===== src/rtl/mul_seq_pkg.sv =====
// Shared types and widths for the multiplier operand sequencer.
package mul_seq_pkg;

  localparam int ACC_W  = 12;
  localparam int CNT_W  = 5;
  localparam int OP_W   = 4;
  localparam int PROD_W = 8;

  typedef enum logic [1:0] {
    ST_IDLE,
    ST_MUL,
    ST_ACC,
    ST_HOLD
  } state_t;

  // Packed so that last lands on bit 8, a on [7:4], b on [3:0].
  typedef struct packed {
    logic            last;
    logic [OP_W-1:0] a;
    logic [OP_W-1:0] b;
  } entry_t;

  localparam int ENTRY_W = $bits(entry_t);

endpackage


===== src/rtl/op_fifo.sv =====
// Synchronous FIFO with occupancy count; DEPTH must be a power of two.
module op_fifo #(
  parameter  int DEPTH = 4,
  parameter  int WIDTH = 9,
  localparam int AW    = (DEPTH > 1) ? $clog2(DEPTH) : 1,
  localparam int CW    = $clog2(DEPTH + 1)
) (
  input  logic             clk,
  input  logic             rst_n,
  input  logic             push,
  input  logic             pop,
  input  logic [WIDTH-1:0] wdata,
  output logic [WIDTH-1:0] rdata,
  output logic             full,
  output logic             empty,
  output logic [CW-1:0]    count
);

  logic [WIDTH-1:0] mem [DEPTH];
  logic [AW-1:0]    wr_ptr, rd_ptr;
  logic             do_push, do_pop;

  assign full    = (count == CW'(DEPTH));
  assign empty   = (count == '0);
  assign do_push = push && !full;
  assign do_pop  = pop && !empty;
  assign rdata   = mem[rd_ptr];

  always_ff @(posedge clk) begin
    if (!rst_n) begin
      wr_ptr <= '0;
      rd_ptr <= '0;
      count  <= '0;
    end else begin
      if (do_push) wr_ptr <= wr_ptr + 1'b1;
      if (do_pop)  rd_ptr <= rd_ptr + 1'b1;
      case ({do_push, do_pop})
        2'b10:   count <= count + 1'b1;
        2'b01:   count <= count - 1'b1;
        default: ;
      endcase
    end
  end

  // NOTE: storage is deliberately not reset; the pointers and count define
  // validity, and leaving it out of reset lets it map onto plain RAM.
  always_ff @(posedge clk) begin
    if (do_push) mem[wr_ptr] <= wdata;
  end

endmodule


===== src/rtl/mul_operand_sequencer.sv =====
// Feeds buffered operand pairs to an external 4x4 multiplier and sums the
// products of each group, emitting the group sum over a valid/ready stream.
module mul_operand_sequencer
  import mul_seq_pkg::*;
#(
  parameter int FIFO_DEPTH = 4,
  parameter int MAX_GROUP  = 16
) (
  input  logic              clk,
  input  logic              rst_n,
  input  logic              in_valid,
  output logic              in_ready,
  input  logic [OP_W-1:0]   in_a,
  input  logic [OP_W-1:0]   in_b,
  input  logic              in_last,
  output logic [OP_W-1:0]   mul_a,
  output logic [OP_W-1:0]   mul_b,
  input  logic [PROD_W-1:0] mul_p,
  output logic              out_valid,
  input  logic              out_ready,
  output logic [ACC_W-1:0]  out_sum,
  output logic [CNT_W-1:0]  out_count
);

  localparam int FCW = $clog2(FIFO_DEPTH + 1);

  state_t              state;
  logic [OP_W-1:0]     op_a, op_b;
  logic                op_last;
  logic [PROD_W-1:0]   prod_r;
  logic [ACC_W-1:0]    acc;
  logic [CNT_W-1:0]    cnt, cnt_inc;
  entry_t              wr_entry, rd_entry;
  logic                fifo_full, fifo_empty, push, pop;
  logic [FCW-1:0]      fifo_count;

  // Readiness depends only on registered occupancy, so out_ready never
  // reaches in_ready combinationally.
  assign in_ready = rst_n && !fifo_full;
  assign push     = in_valid && in_ready;
  assign pop      = (state == ST_IDLE) && !fifo_empty;
  assign wr_entry = '{last: in_last, a: in_a, b: in_b};
  assign cnt_inc  = cnt + 1'b1;

  op_fifo #(
    .DEPTH (FIFO_DEPTH),
    .WIDTH (ENTRY_W)
  ) u_fifo (
    .clk   (clk),
    .rst_n (rst_n),
    .push  (push),
    .pop   (pop),
    .wdata (wr_entry),
    .rdata (rd_entry),
    .full  (fifo_full),
    .empty (fifo_empty),
    .count (fifo_count)
  );

  always_ff @(posedge clk) begin
    if (!rst_n) begin
      state   <= ST_IDLE;
      op_a    <= '0;
      op_b    <= '0;
      op_last <= 1'b0;
      prod_r  <= '0;
      acc     <= '0;
      cnt     <= '0;
    end else begin
      unique case (state)
        ST_IDLE: begin
          if (pop) begin
            op_a    <= rd_entry.a;
            op_b    <= rd_entry.b;
            op_last <= rd_entry.last;
            state   <= ST_MUL;
          end
        end
        // The multiplier gets the whole MUL cycle to settle before capture.
        ST_MUL: begin
          prod_r <= mul_p;
          state  <= ST_ACC;
        end
        ST_ACC: begin
          acc   <= acc + ACC_W'(prod_r);
          cnt   <= cnt_inc;
          state <= (op_last || cnt_inc == CNT_W'(MAX_GROUP)) ? ST_HOLD : ST_IDLE;
        end
        ST_HOLD: begin
          if (out_ready) begin
            acc   <= '0;
            cnt   <= '0;
            state <= ST_IDLE;
          end
        end
        default: state <= ST_IDLE;
      endcase
    end
  end

  assign mul_a     = op_a;
  assign mul_b     = op_b;
  assign out_valid = (state == ST_HOLD);
  assign out_sum   = acc;
  assign out_count = cnt;

  // The full flag and the occupancy count must always agree.
  full_matches_count: assert property (@(posedge clk) disable iff (!rst_n)
    fifo_full == (fifo_count == FCW'(FIFO_DEPTH)));

endmodule


===== config.mk =====
export PLATFORM = sky130hd
export DESIGN_NAME = mul_operand_sequencer
export DESIGN_NICKNAME = d
export VERILOG_FILES = /design/src/rtl/mul_seq_pkg.sv /design/src/rtl/op_fifo.sv /design/src/rtl/mul_operand_sequencer.sv
export SDC_FILE = /design/constraint.sdc
export NUM_CORES = 1
export LEC_CHECK = 0
export CAP_MARGIN = 20
export CORE_MARGIN = 1
export CORE_UTILIZATION = 38
export DETAILED_ROUTE_END_ITERATION = 10
export GPL_ROUTABILITY_DRIVEN = 1
export GPL_TIMING_DRIVEN = 0
export PLACE_DENSITY = 0.62
export SYNTH_ARGS = -nofsm -noshare
export SYNTH_HDL_FRONTEND = slang
export SYNTH_SLANG_ARGS = --single-unit

===== constraint.sdc =====
create_clock -name clk -period 3.1 [get_ports clk]
set_clock_uncertainty 0.15 [all_clocks]
set_input_delay 0.465 -clock clk [delete_from_list [all_inputs] [get_ports clk]]
set_output_delay 0.465 -clock clk [all_outputs]
set_load 0.01 [all_outputs]

==> Word level (Yosys, flattened, before mapping) <==
Memory sizes are Yosys's and may differ from the RTL's. A register that Yosys moved wholly into a read port is not among the register bits.
Cells that the tools add are included.
W data, S select, Z words.
{ "word_totals": {"regBits": 34, "ramBits": 36, "wordCells": 50, "memories": 1} }
{ "classes": {"addsub": 6, "n_eq_ne": 9, "n_mux": 11, "reduce_logical": 16} }
{ "mem_list": {"columns": ["name", "depth", "width", "rd", "rd_clocked_by_memory_dff", "write_ports", "line", "rtl"], "rows": [
  ["u_fifo.mem", 4, 9, 1, 1, 1, "op_fifo.sv:19", "logic [WIDTH-1:0] mem [DEPTH];"]
]} }
{ "ops": {"columns": ["operator", "n"], "rows": [
  ["$pmux W12 S2", 1],
  ["$add A12 B8 Y12", 1],
  ["$mux W12", 1],
  ["$pmux W5 S2", 1],
  ["$pmux W2 S4", 1],
  ["$eq A2 B2 Y1 const B", 3],
  ["$mux W2", 3],
  ["$pmux W3 S2", 1],
  ["$reduce_and A2 Y1", 3],
  ["$add A5 B1 Y5 const B", 1],
  ["$eq A5 B5 Y1 const B", 1],
  ["$logic_and A1 B1 Y1", 5],
  ["$mux W5", 1],
  ["$add A2 B1 Y2 const B", 2],
  ["$eq A2 B1 Y1 const B", 2],
  ["$ne A2 B1 Y1 const B", 2],
  ["$reduce_bool A2 Y1", 2],
  ["$add A3 B1 Y3 const B", 1],
  ["$eq A3 B3 Y1 const B", 1],
  ["$logic_not A1 Y1", 3],
  ["$logic_not A3 Y1", 1],
  ["$sub A3 B1 Y3 const B", 1],
  ["$logic_not A2 Y1", 1],
  ["$mux W1", 2],
  ["$logic_or A1 B1 Y1", 1]
]} }

==> Logic depth before layout (Yosys ltp) <==
Gate-level depths: netlist (run 1).
{ "depth": {"ltp_word": 7, "ltp_mapped": 11} }

==> Hierarchy <==
A second synthesis (run 1) with hierarchy kept.
{ "unflattened": {"hier_cells": 316, "hier_area_um2": 3549.7} }
{ "by_module_without_submodules": {"columns": ["mod", "instances", "cells_per_inst", "area_per_inst_um2"], "rows": [
  ["op_fifo", 1, 101, 1786.7],
  ["mul_operand_sequencer", 1, 215, 1762.9]
]} }

==> Least setup slack after synthesis (run 1) <==
No wires, ideal clock.
{ "synth_path": {"path_type": "input to register", "from": "input port rst_n", "to": "register u_fifo.count[2]", "setup_ns": 0.070, "t_arrival_ns": 2.240, "required_time_ns": 2.880, "path_slack_ns": 0.641, "path_stages": 11, "n_path_buf": 1, "cell_sequence": "buf_4 > inv_2 > a31oi_1 > and2_2 > inv_1 > ha_1 > inv_1 > fa_1 > xor2_1 > or3_1 > a21oi_1"} }
{ "synth_via": {"elab_chain_len": 5, "word_cells_on_any_way": 7} }
{ "synth_rtl": {"columns": ["element", "line", "rtl"], "rows": [
  ["from (decl)", "mul_operand_sequencer.sv:10", "input logic rst_n,"],
  ["$logic_and A1 B1 Y1 (*)", "mul_operand_sequencer.sv:39", "assign in_ready = rst_n && !fifo_full;"],
  ["net in_ready", "mul_operand_sequencer.sv:12", "output logic in_ready,"],
  ["$logic_and A1 B1 Y1 (*)", "mul_operand_sequencer.sv:40", "assign push = in_valid && in_ready;"],
  ["$logic_and A1 B1 Y1 (*)", "op_fifo.sv:25", "assign do_push = push && !full;"],
  ["$eq A2 B1 Y1 / $eq A2 B2 Y1 (equally long branches)", "op_fifo.sv:37", "case ({do_push, do_pop})"],
  ["$pmux W3 S2 / $reduce_bool A2 Y1 (equally long branches)", null, null],
  ["to (signal assigned)", "op_fifo.sv:38", "2'b10: count <= count + 1'b1;"],
  ["to (signal assigned)", "op_fifo.sv:39", "2'b01: count <= count - 1'b1;"],
  ["to (decl)", "op_fifo.sv:16", "output logic [CW-1:0] count"]
]} }
Mark *: on every way through the listed nets, which the timed path passes. The rest lies on a longest branch.
A chain may end at the register's enable or synchronous reset.

==> Worst setup path after layout (run 1) <==
{ "layout_path": {"from": "register u_fifo.count[2]", "to": "register u_fifo.count[2]"} }
{ "layout_via": {"word_cells_on_any_way": 15} }
{ "layout_rtl": {"columns": ["element", "line", "rtl"], "rows": [
  ["$logic_not A3 Y1 (*)", "op_fifo.sv:24", "assign empty = (count == '0);"],
  ["$logic_not A1 Y1 (*)", "op_fifo.sv:26, mul_operand_sequencer.sv:41", null],
  ["$logic_and A1 B1 Y1", "mul_operand_sequencer.sv:41", "assign pop = (state == ST_IDLE) && !fifo_empty;"],
  ["$logic_and A1 B1 Y1 (*)", "op_fifo.sv:26", "assign do_pop = pop && !empty;"],
  ["net u_fifo.do_pop", "op_fifo.sv:21", "logic do_push, do_pop;"],
  ["$eq A2 B1 Y1 / $eq A2 B2 Y1 (equally long branches)", "op_fifo.sv:37", null],
  ["$pmux W3 S2 / $reduce_bool A2 Y1 (equally long branches)", null, null]
]} }
Marks and branches as above.

==> run summary, run 1 <==
The first detailed-routing pass took 4 iterations. At the placement stage, the worst setup path has a slack of about 0.45 ns. Of all cell types, the one taking the most synthesized area is edfxtp_1. Buffers inserted during clock tree synthesis total 9. The number of antenna violations at the first check in global routing came to 0.

Overall power consumption after layout is estimated at approximately 2.8 mW. The post-synthesis instance total came out at 297. The pin slew with the least headroom to its limit came out at 0.624 ns. The first global-routing pass estimated 11500 um of wire. Counting flops and latches in the post-synthesis netlist gives 79. The proportion of register bits with asynchronous set or reset after synthesis came out at 0%. The sum of negative setup slack came out at 0 ns.

The synthesized area divided by synthesized cell count came out at ~12 um2. The tightest min-delay check is of the primary input to flip-flop type. The detailed router placed 2338 vias in this run. The clock tree root driver cell is clkbuf_8. The die is 97.5 um tall. Fill cells in the final layout number 815.

Of the total synthesized cell area, the portion taken by AND, OR, NAND and NOR gates is 12.5%. The net switching share of the total power is approximately a third. In this run the horizontal extent of the chip is 97.5 um.

The largest fanout on the critical path is 10. By instance count, the leading cell after synthesis is dfxtp_1. Broken down by cell family, the worst path's largest delay share belongs to simple AND/OR/NAND/NOR gates. The internal portion of the total power is roughly 1.9 mW.

When the netlist entered floorplanning its net count stood at 334. The mean number of vias per cell came out at 5.01. The fraction of synthesized cell area taken by the top area cell type is between 30 and 40%. The count of nets left with antenna violations after detail routing came out at 0.

Clock latency on the worst-skew pair, taken at its later pin, is about 0.35 ns. The clock share of power came out at around 26%. The initial core utilization is 39.5%. By instance count, the cell type seen most on the critical path is or3_1. The slowest stage of the critical path is the dfxtp_1 cell. After synthesis, the cell types taking the most area are edfxtp_1, dfxtp_1, mux4_2. The tool flagged a number of max-cap violations equal to 0. The final number of max-transition violations came out at 0. The flow ran to the end, and the final reports show no timing, DRC or antenna violations. Hold is met by 0.259 ns. The total of endpoints with negative setup slack in the final report came out at 0.

The proportion of layout cells with a drive suffix above 1 came out at 11.7%. The post-detailed-route wirelength per cell came out at 14.4 um. The signal on the critical path passes through nor3_1 > or3_1 > buf_4 > clkinv_2 > buf_6 > ha_1 > inv_1 > fa_1 > xor2_1 > or3_1 > a21oi_1. The number of global-route vias before repair is 2313. TritonCTS built the clock tree. The adder-cell area share of the yosys netlist came out at 6.21%. The sequential cell fraction of total power came out at between 40% and 50%. The final hold violation count is 0.

The floorplan step defined a die boundary enclosing 0.00951 mm2. During synthesis, Yosys emitted a total of 0 warnings. The number of gates resized after CTS is 0. The portion of the post-synthesis area used by sequential elements came out at 56.0%. The setup slack after layout came out at 0.475 ns. The number of flops mapped to enable cells by yosys is 36.

The count of clock tree sinks is 79. The power density of the placed cells is 671 mW/mm2. The critical path in this run is classified as flip-flop to flip-flop.

Summing the areas of all compound-gate instances in the mapped netlist gives 11.2% of the synthesized area. Setup repair after global routing left no endpoint under its margin. The number of placement rows is 34. The area of the core came out at 0.00876 mm2.

The pin count of the biggest net entering global routing is 17. The largest voltage drop on the vdd net came out at 0.266 mV. The count of routing violations after the opening detailed-route iteration came out at 76. Buffers placed on the I/O ports in this run total 46. The placer's final routability congestion estimate came out at 0.800.

The synthesized netlist contains 48 unique library cells. After Yosys synthesis, XOR and XNOR cells account for about 1.8% of the synthesized area. For this block, wires on met1 add up to 3180 um. The net switching power is 921 uW. The diode insertion count for antenna repair came out at 0.

The routed wire length on met2 came out at 3230 um. The longest individual stage delay on the worst path is 0.38 ns. The overall global routing resource usage came out at 15.5%. The achievable clock frequency came out at about 380 MHz.

The leftover overflow at the end of global routing is 0. In this run the deepest clock path goes through 2 buffers. Together, buffers and inverters on the worst path number 4. The worst slew margin relative to its limit came out at 58.4%. The worst setup path is launched from a flip-flop. The multiplexer area fraction after synthesis came out at 9.03%. The number of hold buffers added after CTS was 0.

The count of nets after finishing came out at about 390. The leakage power total came out at roughly 1.6 nW. The combinational share of power is 29.4%. The total half-perimeter wirelength after legalization and detailed placement came out at 4780 um. The arrival time of data at the critical path endpoint came out at 2.76 ns.

The number of H-tree levels came out at 3. The type of element capturing the critical path is a flip-flop. In this run the cell area of the synthesized design comes to 0.00347 mm2.

STA puts the critical path data required time at between 3 and 4 ns. The clock slew at the register clock pins of the worst setup and hold paths is 0.08 ns. For this run, design rule violations remaining after detail routing come to 0. The detailed router used layers up to and including met4. After synthesis, the most frequently instantiated cells are dfxtp_1, edfxtp_1, nand2_1. The area growth from synthesis to layout is 22.5%. The top-level port count came out at 48. The number of setup buffers added after CTS is 0.

The combinational family with the most area after synthesis is simple AND/OR/NAND/NOR gates. The most used flip-flop cell after synthesis is dfxtp_1. The minimum period implied by the final worst setup slack is 2.62 ns. The wire length reported by the detailed router came out at 6720 um. In the detailed route, the total length drawn on met3 is 206 um. The period utilization came out at 84.7%.
==> cell usage in the layout (no fill, tap or decap), types with 3 or more instances in the layout <==
cell type / synthesis / routed
nor2_1: 27 / 27
a21oi_1: 26 / 26
mux2i_1: 11 / 11
nor3_1: 3 / 3
ha_1: 14 / 14
xor2_1: 5 / 5
a22oi_1: 4 / 4
a21o_1: 3 / 3
mux4_2: 9 / 9
clkdlybuf4s50_1: 0 / 46
buf_2: 4 / 4
and3_1: 6 / 6
clkbuf_8: 0 / 9
nand2b_1: 3 / 3
nand3_1: 5 / 5
inv_6: 0 / 3
inv_1: 8 / 8
edfxtp_1: 36 / 36
o21ai_0: 7 / 7
dfxtp_1: 43 / 43
buf_1: 3 / 3
or3_1: 4 / 4
o21a_1: 3 / 3
nand2_1: 32 / 32
==> stage by stage <==
| stage | std cells | instance area (um2) | utilization (%) |
|---|---|---|---|
| 2_1_floorplan | 297 | 3470 | - |
| 3_5_place_dp | 451 | 4060 | 46.3 |
| 3_3_place_gp | 451 | 4060 | 46.3 |
| 6_report | 467 | 4250 | 48.5 |
| 4_1_cts | 467 | 4250 | 48.5 |
| 5_1_grt | 467 | 4250 | 48.5 |
==> state kept, by name, indices dropped and copies added, names as in the netlist <==
register       count
u_fifo.mem        36
out_sum           12
prod_r             8
out_count          5
mul_a              4
mul_b              4
u_fifo.count       3
state              2
u_fifo.rd_ptr      2
u_fifo.wr_ptr      2
op_last            1
==> power by group through the flow <==
| stage | clock (mW) | combinational [mW] | sequential [mW] |
|---|---|---|---|
| 2_1_floorplan | 0 | 0.568 | 1.32 |
| 3_3_place_gp | 0 | 0.838 | 1.31 |
| 3_5_place_dp | 0 | 0.853 | 1.31 |
| 4_1_cts | 0.752 | 0.857 | 1.29 |
| 5_1_grt | 0.801 | 0.937 | 1.31 |
| 6_report | 0.726 | 0.838 | 1.29 |
==> logic make-up (layout without fill, tap and decap cells) <==
family                   Yosys count  in the layout
multiplexers                      20             20
AND/OR/NAND/NOR                   92             92
flip-flops                        79             79
AO/OA/AOI/OAI                     60             60
buffers and inverters             23             85
adder cells (fa/ha/maj)           16             16
XOR/XNOR                           7              7
==> routing by layer <==
metal  track usage [%]  vias up
met5                 0        -
met2              24.0       38
met3              3.45        8
met1              20.6     1102
li1                  -     1190
met4              7.35        0
==> worst reg2reg max path, stage by stage, from the launching register on <==
cell and delay, ns:
dfxtp_1 0.38, nor3_1 0.08, or3_1 0.30, buf_4 0.19, clkinv_2 0.09, buf_6 0.15, ha_1 0.19, inv_1 0.06
fa_1 0.37, xor2_1 0.18, or3_1 0.30, a21oi_1 0.13
==> path summary, 6_finish.rpt <==
path                            slack, ns               to       startpoint  cells after the start
worst min register to register       0.31         mul_a[3]         mul_a[3]                      2
worst max register to register       0.48  u_fifo.count[2]  u_fifo.count[2]                     11
worst max-delay path                 0.48  u_fifo.count[2]  u_fifo.count[2]                     11
worst min-delay path                 0.26         state[0]            rst_n                      2
==> final cells by class <==
cell class	count	area, um2	share of cell area (%)
buffer	13	76.3	1.80
sequential	79	1940	45.7
clock inverter	7	61.3	1.44
tap	108	135	3.18
clock buffer	9	124	2.92
inverter	10	38.8	0.913
timing repair buffer	46	460	10.8
multi-input combinational	195	1410	33.2
(Power assumes the default switching activity.)
==> run 2, diff against run 1 <==
--- a/config.mk
+++ b/config.mk
@@ -11,7 +11,7 @@
 export DETAILED_ROUTE_END_ITERATION = 10
 export GPL_ROUTABILITY_DRIVEN = 1
 export GPL_TIMING_DRIVEN = 0
-export PLACE_DENSITY = 0.62
+export PLACE_DENSITY = 0.64
 export SYNTH_ARGS = -nofsm -noshare
 export SYNTH_HDL_FRONTEND = slang
 export SYNTH_SLANG_ARGS = --single-unit
==> constraint.sdc (replaced) <==
create_clock -name clk -period 2.3 [get_ports clk]
set_clock_uncertainty 0.15 [all_clocks]
set_input_delay 0.345 -clock clk [delete_from_list [all_inputs] [get_ports clk]]
set_output_delay 0.345 -clock clk [all_outputs]
set_load 0.01 [all_outputs]
==> run summary, run 2 (synthesis results as in run 1) <==
The number of antenna diodes in the final layout is 0. The most frequent cell on the critical path is or3_1. STA classifies the critical path endpoint as a flip-flop. The count of routing violations after the opening detailed-route iteration is 69.

The most common cell after layout, fill and taps aside is clkdlybuf4s50_1. The path class of the tightest hold or removal check is primary input to flip-flop. The leftover overflow at the end of global routing came out at 0.

The count of nets after finishing came out at 393. Dividing the detail-routed via count by the number of cells gives 5.11. The number of global-route vias before repair is 2327.

The number of antenna violations at the first check in global routing is 0. The pin slew with the least headroom to its limit is 0.624 ns. Summed over all layers, the routed wires come to between 6000 and 7000 um. The number of cells on the worst reg-to-reg path is 10.

The final number of max-transition violations is 0. The worst setup path is of the flip-flop to flip-flop kind. In the final layout, the multi-input gates occupy 0.00146 mm2. The worst path uses 100% of the clock period. The cell type of the slowest stage on the worst timing path is dfxtp_4. For the finished layout, the period the worst path requires is around 2.3 ns. The placer's final routability congestion estimate is 0.762. The total half-perimeter wirelength after legalization and detailed placement came out at 4710 um. The cell sitting at the root of the clock tree is a clkbuf_8. The proportion of layout cells with a drive suffix above 1 is 15.0%. The remaining routing DRC violations came out at 0. For this design, the sink count on the clock tree is 79. The most critical setup path has its startpoint at u_fifo.count[2]. The area used by sequential logic in the layout came out at 0.00195 mm2. The arrival time of data at the critical path endpoint came out at 2.42 ns. The clock slew at the register clock pins of the worst setup and hold paths is 0.08 ns. The first global-routing pass estimated 11200 um of wire. The number of H-tree levels came out at 3.

The final hold violation count came out at 0. The filler cell count came out at 808. The top cell types in the final layout, fill and taps aside, are clkdlybuf4s50_1, dfxtp_1, edfxtp_1. The tightest hold path in the finished design has a slack of 0.147 ns.

Setup violations remaining at the end of the flow were counted as 0. Dividing the detail-routed wire length by the instance count gives 14.3 um. The number of placement rows came out at 34. The register with the highest flop count is u_fifo.mem. The overall global routing resource usage came out at between 10% and 20%. The critical path required time is 2.43 ns.

Once the floorplan was initialized, standard cells occupied 39.5% of the core. The clock latency of the later-clocked register in the worst-skew pair is approximately 0.35 ns. The max capacitance violation total came out at 0.

The achievable clock frequency is approximately 430 MHz. In this design, the stage delay of the slowest critical-path cell is 0.38 ns. The critical path goes through nor3_2 > or3_1 > buf_6 > clkinv_8 > ha_4 > inv_2 > fa_2 > xor2_1 > or3_1 > a21oi_1. The first TritonRoute pass finished after 6 iterations. The hold buffer count at CTS is 0. The pin count of the biggest net entering global routing is 15. In this run the critical register-to-register path is launched from u_fifo.count[2]. The relative area change from synthesis to final layout is 25.8%. The finished layout cell area came out at 0.00436 mm2.

TritonCTS built the clock tree. The deepest clock path buffer count is 2. The cell area after placement came out at 0.00409 mm2. In this run the worst setup path terminates at u_fifo.count[2]. The die area came out at 0.00951 mm2. The leakage power total is 1.62 nW. The y dimension of the die is 97.5 um. The worst register-to-register path ends at u_fifo.count[2].

Setup repair after global routing could not meet its margin everywhere. The power density of the placed cells is 947 mW/mm2. The sum of negative setup slack is 0 ns. The flow ran to the end, and the final reports show no timing, DRC or antenna violations. The flip-flop count of the largest register, all copies and words added is 36. The largest voltage drop on the vdd net came out at roughly 0.38 mV. The area of the core is between 0.008 and 0.009 mm2. STA classifies the critical path startpoint as a flip-flop. The overall die width came out at about 98 um. The largest fanout on the critical path came out at 5.

The top-level port count is 48. The count of vias placed by the detailed router is around 2400. The count of nets left with antenna violations after detail routing is 0.

The count of buffers added on input and output ports is 46. Headroom to the max-slew limit came out at around three fifths. Clock tree synthesis inserted a total of 9 buffers. The register-to-register setup slack came out at 0.0009 ns.
## run 2: changes by cell type in the layout (fill, tap and decap cells not counted), moves of 2 or more
cell       previous run  this run
dfxtp_1              43        40
buf_4                 2         4
bufinv_16             0         2
clkinv_2              2         0
dfxtp_2               0         2
fa_1                  2         0
fa_2                  0         2
ha_1                 14        12
inv_1                 8         6
inv_2                 1         3
inv_8                 2         0
## run 2: report_power, final
part	total, mW	switching, mW	internal [mW]	leakage, nW
logic	1.25	0.621	0.626	0.843
clock network	1.14	0.520	0.619	0.104
registers	1.75	0.104	1.64	0.678
## run 2: worst min path at each step
stage / from / to / slack (ns) / cells after the start
2_1_floorplan: op_last / op_last / 0.29 / 2
3_3_place_gp: mul_b[0] / mul_b[0] / 0.29 / 2
3_5_place_dp: mul_b[0] / mul_b[0] / 0.30 / 2
4_1_cts: rst_n / state[1] / 0.14 / 2
5_1_grt: rst_n / state[1] / 0.15 / 2
6_report: rst_n / state[1] / 0.15 / 2
## run 2: layer usage
metal | GRT usage (%) | vias to the layer above | part of all wire, %
li1 | - | 1191 | -
met1 | 19.9 | 1149 | 48
met2 | 23.3 | 47 | 47
met3 | 3.60 | 11 | 3.1
met4 | 6.11 | 0 | 1.8
met5 | 0 | - | 0
## run 2: critical path, delay by kind of cell (launching register included)
family,cells,cell delay (ns)
AND/OR/NAND/NOR,3,0.71
adder cells (fa/ha/maj),2,0.48
flip-flops,1,0.38
buffers and inverters,3,0.23
XOR/XNOR,1,0.16
AO/OA/AOI/OAI,1,0.12
## run 2: layout make-up
cell class,count,share of cell area (%)
sequential,79,44.7
tap,108,3.10
clock inverter,6,2.12
multi-input combinational,195,33.4
buffer,12,1.58
clock buffer,10,2.93
inverter,10,1.15
timing repair buffer,49,11.1
## run 2: timing repair
action,CTS,global route
pin swaps,1,2
hold endpoints to repair,0,0
buffers inserted,1,2
setup endpoints to repair,4,6
cloned,0,0
gates resized for setup,2,8
## run 2: metrics by stage
| step | total power [mW] | worst slack, ns | utilization, % | instances |
|---|---|---|---|---|
| detailed placement | 2.97 | -0.189 | 46.6 | 451 |
| floorplan | 2.60 | -0.0189 | - | 297 |
| finish | 4.13 | 0.000917 | 49.8 | 469 |
| global route | 4.38 | -0.0794 | 49.8 | 469 |
| global placement | 2.95 | -0.160 | 46.6 | 451 |
| CTS | 4.12 | -0.0280 | 49.2 | 467 |
==> run 3, diff against run 2 <==
--- a/config.mk
+++ b/config.mk
@@ -11,7 +11,7 @@
 export DETAILED_ROUTE_END_ITERATION = 10
 export GPL_ROUTABILITY_DRIVEN = 1
 export GPL_TIMING_DRIVEN = 0
-export PLACE_DENSITY = 0.64
+export PLACE_DENSITY = 0.62
 export SYNTH_ARGS = -nofsm -noshare
 export SYNTH_HDL_FRONTEND = slang
 export SYNTH_SLANG_ARGS = --single-unit
==> constraint.sdc (replaced) <==
create_clock -name clk -period 2.9 [get_ports clk]
set_clock_uncertainty 0.15 [all_clocks]
set_input_delay 0.435 -clock clk [delete_from_list [all_inputs] [get_ports clk]]
set_output_delay 0.435 -clock clk [all_outputs]
set_load 0.01 [all_outputs]
==> results of run 3 <==
The final DEF is identical to that of run 1. Status: complete, no violations.
Among the figures that moved: setup slack after placement 0.451 ns -> 0.253 ns; setup slack after layout 0.475 ns -> 0.275 ns; hold slack 0.259 ns -> 0.229 ns; register-to-register setup slack 0.48 ns -> 0.28 ns; total power 2.85 mW -> 3.05 mW; worst IR drop on VDD 0.266 mV -> 0.285 mV
